===== src/rtl/cnn_sched_pkg.sv =====
// Shared types and default sizing for the CNN core scheduler.
package cnn_sched_pkg;

  localparam int unsigned NUM_REQ_DEF     = 4;
  localparam int unsigned IMG_WORDS_DEF   = 64;
  localparam int unsigned DATA_W_DEF      = 32;
  localparam int unsigned TIMEOUT_CYC_DEF = 1000;

  typedef enum logic [2:0] {
    ST_IDLE,
    ST_LOAD,
    ST_START,
    ST_RUN,
    ST_RESP
  } sched_state_e;

endpackage


===== src/rtl/cnn_core_sched_rr_arbiter.sv =====
// Combinational round-robin pick: first active request at or after the pointer.
module rr_arbiter #(
  parameter int unsigned N     = 4,
  parameter int unsigned IDX_W = (N > 1) ? $clog2(N) : 1
) (
  input  logic [N-1:0]     req_i,
  input  logic [IDX_W-1:0] ptr_i,
  output logic [N-1:0]     gnt_o,
  output logic [IDX_W-1:0] idx_o,
  output logic             valid_o
);

  int unsigned cand;

  always_comb begin
    gnt_o   = '0;
    idx_o   = '0;
    valid_o = 1'b0;
    cand    = 0;
    for (int unsigned i = 0; i < N; i++) begin
      cand = (32'(ptr_i) + i) % N;
      if (!valid_o && req_i[IDX_W'(cand)]) begin
        valid_o                = 1'b1;
        gnt_o[IDX_W'(cand)]    = 1'b1;
        idx_o                  = IDX_W'(cand);
      end
    end
  end

endmodule


===== src/rtl/cnn_core_sched.sv =====
// Arbitrates requesters onto one CNN core: stream image in, pulse start,
// wait for completion or timeout, and hold the response until accepted.
module cnn_core_sched
  import cnn_sched_pkg::*;
#(
  parameter int unsigned NUM_REQ     = NUM_REQ_DEF,
  parameter int unsigned IMG_WORDS   = IMG_WORDS_DEF,
  parameter int unsigned DATA_W      = DATA_W_DEF,
  parameter int unsigned TIMEOUT_CYC = TIMEOUT_CYC_DEF,
  parameter int unsigned IDX_W       = (NUM_REQ > 1) ? $clog2(NUM_REQ) : 1,
  parameter int unsigned ADDR_W      = (IMG_WORDS > 1) ? $clog2(IMG_WORDS) : 1
) (
  input  logic               clk,
  input  logic               rst,
  input  logic [NUM_REQ-1:0] req,
  output logic [NUM_REQ-1:0] gnt,
  input  logic               in_valid,
  input  logic [DATA_W-1:0]  in_data,
  output logic               in_ready,
  output logic               core_wr_en,
  output logic [ADDR_W-1:0]  core_wr_addr,
  output logic [DATA_W-1:0]  core_wr_data,
  output logic               core_enable,
  input  logic               core_done,
  input  logic [DATA_W-1:0]  core_value,
  output logic               rsp_valid,
  input  logic               rsp_ready,
  output logic [IDX_W-1:0]   rsp_id,
  output logic [DATA_W-1:0]  rsp_value,
  output logic               rsp_err,
  output logic               busy
);

  localparam int unsigned TMO_W = $clog2(TIMEOUT_CYC + 1);

  sched_state_e       state_q;
  logic [NUM_REQ-1:0] gnt_q;
  logic [IDX_W-1:0]   ptr_q;
  logic [ADDR_W-1:0]  beat_q;
  logic [TMO_W-1:0]   tmo_q;
  logic [IDX_W-1:0]   rsp_id_q;
  logic [DATA_W-1:0]  rsp_value_q;
  logic               rsp_err_q;

  logic [NUM_REQ-1:0] arb_gnt;
  logic [IDX_W-1:0]   arb_idx;
  logic               arb_valid;
  logic [IDX_W-1:0]   ptr_d;
  logic [TMO_W-1:0]   tmo_d;
  logic               accept;
  logic               beat_last;
  logic               tmo_hit;

  rr_arbiter #(.N(NUM_REQ), .IDX_W(IDX_W)) u_arb (
    .req_i   (req),
    .ptr_i   (ptr_q),
    .gnt_o   (arb_gnt),
    .idx_o   (arb_idx),
    .valid_o (arb_valid)
  );

  always_comb begin
    ptr_d     = (arb_idx == IDX_W'(NUM_REQ - 1)) ? '0 : arb_idx + IDX_W'(1);
    tmo_d     = tmo_q + TMO_W'(1);
    tmo_hit   = (tmo_d == TMO_W'(TIMEOUT_CYC));
    accept    = in_valid && (state_q == ST_LOAD);
    beat_last = (beat_q == ADDR_W'(IMG_WORDS - 1));
  end

  // Write port is a pure decode of the handshake so data lands the same cycle.
  assign in_ready     = (state_q == ST_LOAD);
  assign core_wr_en   = accept;
  assign core_wr_addr = beat_q;
  assign core_wr_data = accept ? in_data : '0;
  assign core_enable  = (state_q == ST_START);
  assign rsp_valid    = (state_q == ST_RESP);
  assign busy         = (state_q != ST_IDLE);
  assign gnt          = gnt_q;
  assign rsp_id       = rsp_id_q;
  assign rsp_value    = rsp_value_q;
  assign rsp_err      = rsp_err_q;

  always_ff @(posedge clk or negedge rst) begin
    if (!rst) begin
      state_q     <= ST_IDLE;
      gnt_q       <= '0;
      ptr_q       <= '0;
      beat_q      <= '0;
      tmo_q       <= '0;
      rsp_id_q    <= '0;
      rsp_value_q <= '0;
      rsp_err_q   <= 1'b0;
    end else begin
      case (state_q)
        ST_IDLE: begin
          if (arb_valid) begin
            gnt_q    <= arb_gnt;
            rsp_id_q <= arb_idx;
            ptr_q    <= ptr_d;
            beat_q   <= '0;
            state_q  <= ST_LOAD;
          end
        end
        ST_LOAD: begin
          if (accept) begin
            if (beat_last) begin
              beat_q  <= '0;
              state_q <= ST_START;
            end else begin
              beat_q <= beat_q + ADDR_W'(1);
            end
          end
        end
        ST_START: begin
          tmo_q   <= '0;
          state_q <= ST_RUN;
        end
        ST_RUN: begin
          // Completion wins over a timeout landing in the same cycle.
          if (core_done) begin
            rsp_value_q <= core_value;
            rsp_err_q   <= 1'b0;
            state_q     <= ST_RESP;
          end else if (tmo_hit) begin
            rsp_value_q <= '0;
            rsp_err_q   <= 1'b1;
            state_q     <= ST_RESP;
          end else begin
            tmo_q <= tmo_d;
          end
        end
        ST_RESP: begin
          if (rsp_ready) begin
            gnt_q   <= '0;
            state_q <= ST_IDLE;
          end
        end
        default: state_q <= ST_IDLE;
      endcase
    end
  end

endmodule


===== config.mk =====
export PLATFORM = sky130hd
export DESIGN_NAME = cnn_core_sched
export DESIGN_NICKNAME = d
export VERILOG_FILES = /design/src/rtl/cnn_sched_pkg.sv /design/src/rtl/cnn_core_sched_rr_arbiter.sv /design/src/rtl/cnn_core_sched.sv
export SDC_FILE = /design/constraint.sdc
export NUM_CORES = 1
export LEC_CHECK = 0
export CORE_MARGIN = 2
export CORE_UTILIZATION = 35
export CTS_BUF_LIST = sky130_fd_sc_hd__clkbuf_4
export CTS_CLUSTER_DIAMETER = 50
export DETAILED_ROUTE_END_ITERATION = 12
export GPL_TIMING_DRIVEN = 0
export PLACE_DENSITY = 0.7
export SKIP_CTS_REPAIR_TIMING = 1
export SKIP_LAST_GASP = 1
export SLEW_MARGIN = 15
export SYNTH_ARGS = -nofsm -noshare
export SYNTH_HDL_FRONTEND = slang
export SYNTH_SLANG_ARGS = --single-unit

===== constraint.sdc =====
create_clock -name clk -period 4.6 [get_ports clk]
set_input_delay 1.15 -clock clk [delete_from_list [all_inputs] [get_ports clk]]
set_output_delay 1.15 -clock clk [all_outputs]
set_load 0.005 [all_outputs]

After elaboration in Yosys (flattened, before gate mapping):

Index checks and enable logic that the tools add are counted.

* bitwise operators: 3
* mux-type cells: 51
* $lt $le $gt $ge: 8
* add/sub/neg operators: 6
* equality and inequality tests: 14
* reductions and logical operators: 23

Operators by type and width (number)
* $mux W32: 3
* $mux W4: 6
* $mux W10: 2
* $pmux W10 S2: 1
* $mux W3: 6
* $mux W6: 3
* $pmux W3 S5: 1
* $mux W1: 14
* $lt A2 B3 Y1 const B: 4
* $or A4 B4 Y4: 3
* $pmux W6 S2: 1
* $add A10 B1 Y10 const B: 1
* $eq A10 B10 Y1 const B: 1
* $mux W2: 5
* $reduce_and A3 Y1: 3
* $bmux W1 S2: 4
* $demux W1 S2: 4
* $ge A2 B1 Y1 const B: 4
* $logic_and A1 B1 Y1: 8
* $pmux W4 S2: 1
* $reduce_bool A2 Y1: 4
* $add A6 B1 Y6 const B: 1
* $eq A3 B2 Y1 const B: 2
* $eq A6 B6 Y1 const B: 1
* 13 further kinds: 22

* output and inout port bits: 82
* input port bits: 73
* register bits: 60
* logic and storage cells: 113

Logic depth before layout (Yosys ltp):

* depth in word-level cells: 14
* gate-level depth with buffers: 10
* mapped depth without buffers: 8

Cells and area by module:

Synthesis repeated with hierarchy kept, for this count alone.

* cells, all modules: 402
* area, all modules: 3853.7 um^2

Modules (own cells, without submodules)
* cnn_core_sched: area an instance 3434.5 um^2, cells each 357, times used 1, sequential area each 1501.4 um^2
* rr_arbiter: area an instance 419.2 um^2, cells each 45, times used 1, sequential area each 0.0 um^2

Worst setup path before layout:

Ideal clock, no wire load.

* kind: input to register
* from: input req[2]
* to: register ptr_q[1]
* buffers on the path: 1
* stages on the path: 7
* data arrival time: 2.838 ns
* slack: 1.636 ns
* data required time: 4.474 ns
* library setup time: 0.126 ns
* cells stage by stage: buf_6 > mux4_2 > or2_1 > or4_1 > nand3_2 > o21ai_1 > o32a_1

* longest elaborated chain between the ends: 14
* elaborated cells on any way between the ends: 26
* those cells by class: 1 x add/sub; 1 x eq/ne; 17 x mux; 7 x reduce/logical

RTL lines
* from (decl): RTL line cnn_core_sched.sv:15 `input logic [NUM_REQ-1:0] req,`
* $bmux W1 S2: RTL line cnn_core_sched_rr_arbiter.sv:22 `if (!valid_o && req_i[IDX_W'(cand)]) begin`
* $mux W1 (not written as such): RTL line cnn_core_sched_rr_arbiter.sv:22
* $mux W1: RTL line cnn_core_sched_rr_arbiter.sv:22
* $logic_not A1 Y1: RTL line cnn_core_sched_rr_arbiter.sv:22
* $logic_and A1 B1 Y1: RTL line cnn_core_sched_rr_arbiter.sv:22
* $mux W1: RTL line cnn_core_sched_rr_arbiter.sv:22
* $logic_not A1 Y1: RTL line cnn_core_sched_rr_arbiter.sv:22
* $logic_and A1 B1 Y1: RTL line cnn_core_sched_rr_arbiter.sv:22
* $mux W1: RTL line cnn_core_sched_rr_arbiter.sv:22
* $logic_not A1 Y1: RTL line cnn_core_sched_rr_arbiter.sv:22
* $logic_and A1 B1 Y1: RTL line cnn_core_sched_rr_arbiter.sv:22
* $mux W2: RTL line cnn_core_sched_rr_arbiter.sv:22
* $add A2 B1 Y2 or $eq A2 B2 Y1 (tied branches): RTL line cnn_core_sched.sv:63 `ptr_d = (arb_idx == IDX_W'(NUM_REQ - 1)) ? '0 : arb_idx + IDX_W'(1);`
* $mux W2: RTL line cnn_core_sched.sv:63
* to (signal assigned): RTL line cnn_core_sched.sv:99 `ptr_q <= ptr_d;`
* to (decl): RTL line cnn_core_sched.sv:38 `logic [IDX_W-1:0] ptr_q;`

Parallel ways exist; a longest one is shown, timed or not. The select of a mux whose other input is x is not followed.
A chain may end at the register's enable or synchronous reset.

Worst setup path after layout:

* from: input in_valid
* to: output core_wr_data[19]

* longest elaborated chain between the ends: 2

RTL lines
* from (decl): RTL line cnn_core_sched.sv:17 `input logic in_valid,`
* $logic_and A1 B1 Y1: RTL line cnn_core_sched.sv:66 `accept = in_valid && (state_q == ST_LOAD);`
* $mux W32: RTL line cnn_core_sched.sv:74 `assign core_wr_data = accept ? in_data : '0;`
* to (decl): RTL line cnn_core_sched.sv:22 `output logic [DATA_W-1:0] core_wr_data,`

No other way between the ends.

==> flow_summary.yaml <==
synthesis:
  syn_inst: 331
  synth.yosys.seq_area_share_pct: 45.30
  synth-warning-count: 0
  ys_ff_latch: 60
  count_of_flip_flops_with_a_built_in_enable_after_synthesis: 0
  main_synth_ff_type: "dfrtp_1"
  syn_area_per_cell_sq_um: 10.01
  synth_top_cells_by_area: "dfrtp_1, a22o_1, and3_1, nand2_1, ha_1"
  syn-cell-area_sq_um: 3314
  netlist-cell-type-count: 57
  post-synth-top-area-fraction_pct: 45.30
  yosysMostFrequentCell: "dfrtp_1"
  postSynth.asyncResetShare_pct: 100.0
  postSynthNetCount: 413
  synth.top_cells.by_count: "dfrtp_1, and3_1, a22o_1"
  synth_area_leader_cell: "dfrtp_1"
clock_network:
  ctsRootBufferMaster: "clkbuf_4"
  cts_max_path_buffers: 2
  clkLatencyLatePin_ns: 0.41
  cts-htree-levels: 3
  clk_transition_reported_paths_ns: 0.10
  cts_inserted_buffers: 9
  cts_tree: "done"
  clkSinkCount: 60
routing:
  detail-route-antenna-nets: 0
  drc: 0
  detailroute.via_count: 3301
  via_per_inst: 5.403
  drt_pre_antenna_iters: 4
  wl_per_cell_um: 15.64
  wl_mm: 9.559
  drtIter0Drc: 186
run:
  cap_viol_max_count: 0
worst_setup_path:
  worst_setup_path_end_kind: "output pin"
  cp_data_required_time_ns: 3.45
  timing.critical_path.fanout_max: 10
  critical_path.cell_chain: "clkdlybuf4s50_1 -> clkbuf_1 -> and3_1 -> clkdlybuf4s50_1"
  data_arrival_at_the_endpoint_of_the_critical_path_ns: 2.86
  timing_worst_setup_path_type: "in2out"
  critPathTopFamily: "buffers and inverters"
  slowest_delay_ns: 0.65
  crit_slowest_cell: "clkdlybuf4s50_1"
  crit_top_cell: "clkdlybuf4s50_1"
  critical_path.startpoint_type: "input port"
  timing.critical_path.buf_inv: 3
power_and_ir_drop:
  cell_area_power_density_nw_per_um2: 329.2
  power.total_mw: 1.680
  irDropWorstVdd_mv: 0.1520
  power.static_leakage_nw: 2.281
timing:
  finalSetupTns_ns: 0
  final_max_slew_viol_count: 0
  finalClockSkew_ns: 0.01514
  report.final.setup_viol: 0
  clock.fmax_mhz: 249.4
  worst-slew-pin-transition_ns: 0.8746
  timing_hold_violations_final: 0
  post-route-period-util_pct: 87.18
  grt_setup_unrepaired: "no"
  post-route-min-period_ns: 4.010
  max-slew-margin-rel_pct: 41.24
grt:
  grt_first_pass_wirelength_mm: 15.28
  grt_max_degree: 61
  track_usage_pct: 18.81
  antenna_found_initial: 0
  grt.overflow.total: 0
  via_count_of_the_first_global_routing_pass: 3253
cells_and_area:
  num_antenna_cells: 0
  area_used_by_multi_input_combinational_logic_sq_um: 1648
  layout-area-overhead-vs-synth_pct: 53.98
  layout.filler_cells: 775
  num-nets-final: 577
  drive_above_1_share_pct: 7.200
  finish.cell_count_without_fillers: 611
  final-seq-area_sq_um: 1501
min_path:
  holdCritPathClass: "reg2reg"
die:
  initial_utilization_pct: 36.04
  die_x_um: 101.3
  core_sq_um: 9196
  fp.dieArea_sq_um: 10260
  die_y_um: 101.3
  placement_rows: 35
  num_io_pins: 155
outcome:
  run_status: "completed"
place:
  dp_hpwl_mm: 7.214
  place.port_buffers: 153
  placedCellCount: 595
  gp_congestion: 0.8088
[worst register-to-register path, stage by stage, from the launching register on]
cell and delay, ns:
dfrtp_1 0.49, buf_2 0.29, inv_1 0.17, ha_1 0.44, mux4_2 0.63, or2_1 0.29, or4_1 0.50, nand3_2 0.11
o21ai_1 0.07, o32a_1 0.17
[final cells by class]
| class | count | area share, % |
|---|---|---|
| buffer | 27 | 2.721 |
| timing repair buffer | 153 | 29.96 |
| sequential | 60 | 29.42 |
| clock buffer | 9 | 1.324 |
| tap | 111 | 2.721 |
| inverter | 7 | 0.5148 |
| clock inverter | 7 | 1.054 |
| multi-input combinational | 237 | 32.29 |
[sequential cells by signal, summed over array words and instances (netlist names), named ones only]
register and cells:
gnt 4, state_q 3, ptr_q 1, rsp_id 2, rsp_err 1, rsp_value 32, core_wr_addr 6, tmo_q 10
[layer usage]
metal | vias to the layer above | GRT usage [%] | routed length, um
li1 | 1579 | - | -
met4 | 0 | 7.484 | 207
met3 | 18 | 6.901 | 1044
met2 | 178 | 30.41 | 4166
met1 | 1526 | 22.87 | 4141
met5 | - | 0 | 0
[logic make-up after synthesis]
logic type | after synthesis | synth area share, %
AOI/OAI and AO/OA | 90 | 20.91
xor gates and xnor gates | 3 | 0.7929
adders and majority gates | 9 | 3.398
buffers and inverters | 34 | 4.983
DFF | 60 | 45.30
muxes | 6 | 3.322
and+or+nand+nor | 129 | 21.29
[cells in the final DEF, fill, tap and decap left out, types with 5 or more instances in the layout]
cell,n
dfrtp_1,60
clkdlybuf4s50_1,152
clkbuf_4,9
buf_2,5
a22o_1,36
nor2_1,14
nor2b_1,6
and3_1,37
ha_1,9
nand2_1,32
o21ai_0,10
a21oi_1,9
inv_1,7
clkbuf_1,15
nor3_1,9
nand3_1,6
[power breakdown]
part           total (mW)  switching [mW]  leakage (nW)  internal [mW]
sequential          0.671          0.0769         0.744          0.594
clock               0.326           0.214        0.0581          0.112
combinational       0.684           0.302          1.48          0.382
total                1.68           0.593          2.28           1.09
[worst paths after layout]
check | startpoint | to | slack [ns] | depth (start not counted)
max reg2reg | register | ptr_q[1] | 1.35 | 9
min in group asynchronous | rst | rsp_value[6] | 0.80 | 1
min | rsp_value[25] | rsp_value[25] | 0.50 | 1
max in group asynchronous | rst | state_q[2] | 3.32 | 1
min reg2reg | rsp_value[25] | rsp_value[25] | 0.50 | 1
max | in_valid | core_wr_data[19] | 0.59 | 4
[metrics by stage]
step | util, % | hold slack [ns] | cell area [sq um] | setup WS (ns)
final | 55.50 | 0.5045 | 5104 | 0.5897
after global routing | 55.50 | 0.5239 | 5104 | 0.4534
after CTS | 55.50 | 0.5128 | 5104 | 0.5534
after detailed placement | 54.18 | 0.4814 | 4982 | 0.5581
after global placement | 54.20 | 0.4829 | 4985 | 0.4621
after floorplan | - | 0.4748 | 3314 | 1.636
Power figures use the tool's default switching activity.
